### src/rtl/serial_bit_source.sv
// serial_bit_source: parallel-to-serial stimulus stage for the sequence detector.
// Accepts a WIDTH-bit word on load && ready, then drives it onto w one bit per
// Clock, optionally followed by GAP idle cycles. With GAP == 0 a new word may be
// accepted on the last-bit cycle so consecutive words form one unbroken stream.
//
// Handshake: a word is transferred at a rising Clock edge where load && ready
// are both high; load while ready is low is dropped, never queued, and data_in
// is only sampled on a transferring edge.
module serial_bit_source #(
  parameter int WIDTH     = 8,
  parameter bit MSB_FIRST = 1'b1,
  parameter int GAP       = 0,
  parameter bit IDLE_BIT  = 1'b0
) (
  input  logic             Clock,
  input  logic             Resetn,
  input  logic [WIDTH-1:0] data_in,
  input  logic             load,
  output logic             ready,
  output logic             w,
  output logic             busy,
  output logic             done,
  output logic [1:0]       state_dbg
);

  typedef enum logic [1:0] {
    S_IDLE  = 2'd0,
    S_SHIFT = 2'd1,
    S_GAP   = 2'd2
  } state_t;

  localparam int            CW       = $clog2(WIDTH);
  localparam logic [CW-1:0] CNT_LAST = CW'(WIDTH - 1);
  localparam logic [CW-1:0] CNT_ONE  = CW'(1);
  localparam bit            HAS_GAP  = (GAP > 0);
  localparam logic [3:0]    GAP_LAST = HAS_GAP ? 4'(GAP - 1) : 4'd0;

  state_t           state_q, state_d;
  logic [WIDTH-1:0] sreg_q, sreg_d;
  logic [CW-1:0]    cnt_q, cnt_d;
  logic [3:0]       gcnt_q, gcnt_d;
  logic             w_q, w_d;
  logic             busy_q, busy_d;
  logic             done_q, done_d;
  logic [WIDTH-1:0] shifted;

  // The bit currently on w is always the "first" end of the shift register.
  function automatic logic first_bit(input logic [WIDTH-1:0] d);
    return MSB_FIRST ? d[WIDTH-1] : d[0];
  endfunction

  // Advance the shift register by one bit in the configured order.
  always_comb begin
    if (MSB_FIRST) shifted = {sreg_q[WIDTH-2:0], 1'b0};
    else           shifted = {1'b0, sreg_q[WIDTH-1:1]};
  end

  // ready is combinational so a back-to-back load can be taken on the last-bit
  // cycle; it is held low while Resetn is asserted.
  always_comb begin
    ready = Resetn && ((state_q == S_IDLE) ||
                       (state_q == S_SHIFT && cnt_q == '0 && !HAS_GAP));
  end

  // Next-state and registered-output logic.
  always_comb begin
    state_d = state_q;
    sreg_d  = sreg_q;
    cnt_d   = cnt_q;
    gcnt_d  = gcnt_q;
    w_d     = IDLE_BIT;
    busy_d  = 1'b0;
    done_d  = 1'b0;
    case (state_q)
      S_IDLE: begin
        if (load) begin
          state_d = S_SHIFT;
          sreg_d  = data_in;
          cnt_d   = CNT_LAST;
          w_d     = first_bit(data_in);
          busy_d  = 1'b1;
        end
      end
      S_SHIFT: begin
        if (cnt_q != '0) begin
          sreg_d = shifted;
          cnt_d  = cnt_q - CNT_ONE;
          w_d    = first_bit(shifted);
          busy_d = 1'b1;
          done_d = (cnt_q == CNT_ONE);
        end else if (HAS_GAP) begin
          state_d = S_GAP;
          gcnt_d  = GAP_LAST;
          busy_d  = 1'b1;
        end else if (load) begin
          // Back-to-back: first bit of the new word follows the last bit directly.
          sreg_d = data_in;
          cnt_d  = CNT_LAST;
          w_d    = first_bit(data_in);
          busy_d = 1'b1;
        end else begin
          state_d = S_IDLE;
        end
      end
      S_GAP: begin
        if (gcnt_q == 4'd0) begin
          state_d = S_IDLE;
        end else begin
          gcnt_d = gcnt_q - 4'd1;
          busy_d = 1'b1;
        end
      end
      default: state_d = S_IDLE;
    endcase
  end

  // State and output registers; reset discards any partially sent word.
  always_ff @(posedge Clock or negedge Resetn) begin
    if (!Resetn) begin
      state_q <= S_IDLE;
      sreg_q  <= '0;
      cnt_q   <= '0;
      gcnt_q  <= 4'd0;
      w_q     <= IDLE_BIT;
      busy_q  <= 1'b0;
      done_q  <= 1'b0;
    end else begin
      state_q <= state_d;
      sreg_q  <= sreg_d;
      cnt_q   <= cnt_d;
      gcnt_q  <= gcnt_d;
      w_q     <= w_d;
      busy_q  <= busy_d;
      done_q  <= done_d;
    end
  end

  assign w         = w_q;
  assign busy      = busy_q;
  assign done      = done_q;
  assign state_dbg = state_q;

endmodule

### config.mk
export PLATFORM = sky130hd
export DESIGN_NAME = serial_bit_source
export DESIGN_NICKNAME = d
export VERILOG_FILES = /design/src/rtl/serial_bit_source.sv
export SDC_FILE = /design/constraint.sdc
export NUM_CORES = 1
export LEC_CHECK = 0
export BUFFER_PORTS_ARGS = -buffer_cell sky130_fd_sc_hd__buf_4
export CORE_UTILIZATION = 54
export CTS_BUF_LIST = sky130_fd_sc_hd__clkbuf_16
export DETAILED_ROUTE_END_ITERATION = 7
export PLACE_DENSITY = 0.9
export SYNTH_ARGS = -nofsm -noshare
export SYNTH_HDL_FRONTEND = slang
export SYNTH_SLANG_ARGS = --single-unit
export TNS_END_PERCENT = 10
### constraint.sdc
create_clock -name Clock -period 2.5 [get_ports Clock]
set_input_delay 0.625 -clock Clock [delete_from_list [all_inputs] [get_ports Clock]]
set_output_delay 0.625 -clock Clock [all_outputs]
set_load 0.01 [all_outputs]
==> impl_results.md <==
- Gpl congestion: 0.689
- Min Hold Slack: 231 ps
- Setup ws final: 523 ps
- Area grow syn2layout: 26.0%
- Top cell by count, worst path: inv_1
- Post-synth top area cell: dfrtp_1
- Tcrit/Tclk final: 79.1%
- # setup viols final: 0
- Crit-path cells: inv_1, ha_1, inv_1, o21ai_4, and2_1, buf_4
- Routed length per placed instance: 14.2 um
- FF+latch count, synth: 14
- Worst path slowest cell: dfrtp_1
- Post-cts sizing count: 0
- Root buf cell: clkbuf_16
- RSZ-0062 raised after global routing: no
- Initial core utilization: 60.8%
- WP data required: 1880 ps
- Final Hold Fails: 0
- Worst-Skew Late Latency: 240 ps
- GRT overflow: 0
- Top cell type's share of synthesized area: 49.8%
- Post-synthesis sequential area ratio: 49.8%
- Initial antenna violation count: 0
- Detailed Place HPWL: 750 um
- Antenna-violating nets left: 0
- Via count: 430
- Avg Inst Size Synth: 12.8 um2
- Hold-fix buffers, CTS: 0
- Max incr delay on CP: 380 ps
- P_int: 0.700 mW
- Worst slack, placed: 763 ps
- Clk pwr share: 29.0%
- Pwr Density: 1110 nW/um2
- Synthesized cell area: 703 um2
- Setup bufs post-CTS: 0
- Wirelength, routed: 1.21 mm
- Row Count: 12
- CP startpoint kind: flop
- Core area: 1160 um2
- Min Clock Period, post-route: 1980 ps
- Total negative slack: 0 ps
- DRC Markers: 0
- CP Data Arrival Time: 1350 ps
- Die ar.: 1450 um2
- Flop pwr share: 36.9%
- Worst Skew: 3.94 ps
- Initial DRC Count: 2
- Share of cells above drive strength 1: 45.1%
- Hold crit path type: input port to asynchronous set/reset pin
- Via density: 5.06
- CTS tree: built
- Max Cap Viol: 0
- Die width: 38.1 um
- H-tree Lvls: 1
- Placed cell area: 811 um2
- Antenna cells: 0
- Maximum VDD drop: 0.867 mV
- CTS Sinks: 14
- Number of global-route vias before repair: 412
- I/O pin count: 17
- Total GRT Usage: 21.4%
- WS Path Type: flop to output port
- Fillers: 74
- Fin util: 76.6%
- Cell count after synthesis: 55
- Yosys warnings: 0
- Synth Net Count: 69
- Num CTS Buffers: 3
- Nets: 87
- Crit Path Max Fanout: 4
- Achievable frequency: 0.506 GHz
- Max Slew Vio Count: 0
- Number of port buffers: 15
- Synth unique cells: 20
- Clock buffer depth: 2
- Global-route wire length before repair: 1.95 mm
- Synth area leaders: dfrtp_1 (50%), mux2_2 (16%), ha_1 (5.3%)
- Pin count of the biggest net entering global routing: 16
- P_leak: 0.438 nW
- Status: completed
- Crit. End Element: output port
- Combinational share of power: 34.1%
- Sw frac: 28.8%
- P_sw: 0.283 mW
- Design area: 886 um2
- Die Y: 38.1 um
- Clk slew on worst S/H paths: 40 ps
- DRT Pass-1 Iters: 4
[cell usage after synthesis, drive strengths merged]
| cell | count |
|---|---|
| nand2 | 2 |
| a211oi | 1 |
| and2 | 2 |
| a21oi | 1 |
| buf | 3 |
| conb | 1 |
| nand2b | 2 |
| nor3 | 1 |
| nor3b | 1 |
| mux2 | 12 |
| mux2i | 3 |
| dfrtp | 14 |
| a21o | 1 |
| o21ai | 2 |
| inv | 4 |
| ha | 3 |
| nor2 | 2 |
[flip-flops by register name, indices dropped and copies added, names as in the netlist]
signal and count:
done 1, busy 1, w 1, sreg_q 7, cnt_q 3, state_dbg 1
[logic make-up (layout without fill, tap and decap cells)]
family	after synthesis	count (layout)	synth area share [%]
and+or+nand+nor	10	10	7.47
DFF	14	14	49.8
other	1	1	0.533
buffers and inverters	7	23	6.41
AOI/OAI and AO/OA	5	5	5.87
muxes	15	15	24.6
adders and majority gates	3	3	5.34
[path summary, 6_finish.rpt]
check	from	endpoint	slack [ps]	cells after the start
setup / recovery	cnt_q[0]	ready	520	6
hold / removal	Resetn	cnt_q[2]	230	1
setup reg to reg	cnt_q[0]	sreg_q[3]	910	6
hold reg to reg	cnt_q[0]	cnt_q[0]	500	1
max in group asynchronous	Resetn	sreg_q[1]	2100	1
min in group Clock	cnt_q[0]	cnt_q[0]	500	1
[per-stage QoR]
| stage | power, mW | std cells |
|---|---|---|
| final | 0.982 | 85 |
| after floorplan | 0.606 | 55 |
| after CTS | 0.994 | 85 |
| after detailed placement | 0.695 | 82 |
| after global placement | 0.680 | 82 |
| after global routing | 1.05 | 85 |
[power by group through the flow]
stage	sequential (mW)	clock (mW)	combinational [mW]
2_1_floorplan	0.362	0	0.244
3_3_place_gp	0.359	0	0.322
3_5_place_dp	0.364	0	0.331
4_1_cts	0.363	0.292	0.338
5_1_grt	0.371	0.310	0.374
6_report	0.363	0.285	0.335
[placed cells by master (no fill, tap or decap), drive strengths merged]
| cell type | instances |
|---|---|
| nor3 | 1 |
| and2 | 2 |
| ha | 3 |
| a211oi | 1 |
| buf | 16 |
| clkbuf | 3 |
| mux2 | 12 |
| conb | 1 |
| nand2b | 2 |
| o21ai | 2 |
| nand2 | 2 |
| nor3b | 1 |
| a21o | 1 |
| inv | 4 |
| a21oi | 1 |
| dfrtp | 14 |
| nor2 | 2 |
| mux2i | 3 |
[worst max-delay path, delay by kind of cell, from the launching register on]
| kind | cells | cell delay [ps] |
|---|---|---|
| flip-flops | 1 | 380 |
| adder cells (fa/ha/maj) | 1 | 210 |
| AND/OR/NAND/NOR | 1 | 150 |
| buffers and inverters | 3 | 320 |
| AO/OA/AOI/OAI | 1 | 60 |
[layout make-up]
type,instances,area [um2],area share [%]
inverters,4,15.0,1.69
flip-flops and latches,14,350,39.5
repair buffers,16,120,13.6
clock buffers,3,75.1,8.47
multi-input cells,34,308,34.7
well taps,14,17.5,1.98
[routing by layer]
metal | global-route usage, % | part of all wire [%] | wire (um) | vias to the layer above
met4 | 8.04 | 0.91 | 11 | 0
met3 | 8.72 | 5.5 | 66 | 2
met2 | 34.7 | 52 | 630 | 13
met1 | 25.0 | 41 | 499 | 201
met5 | 0 | 0 | 0 | -
li1 | - | - | - | 214
Note: power is estimated with default switching activity, not from simulation.
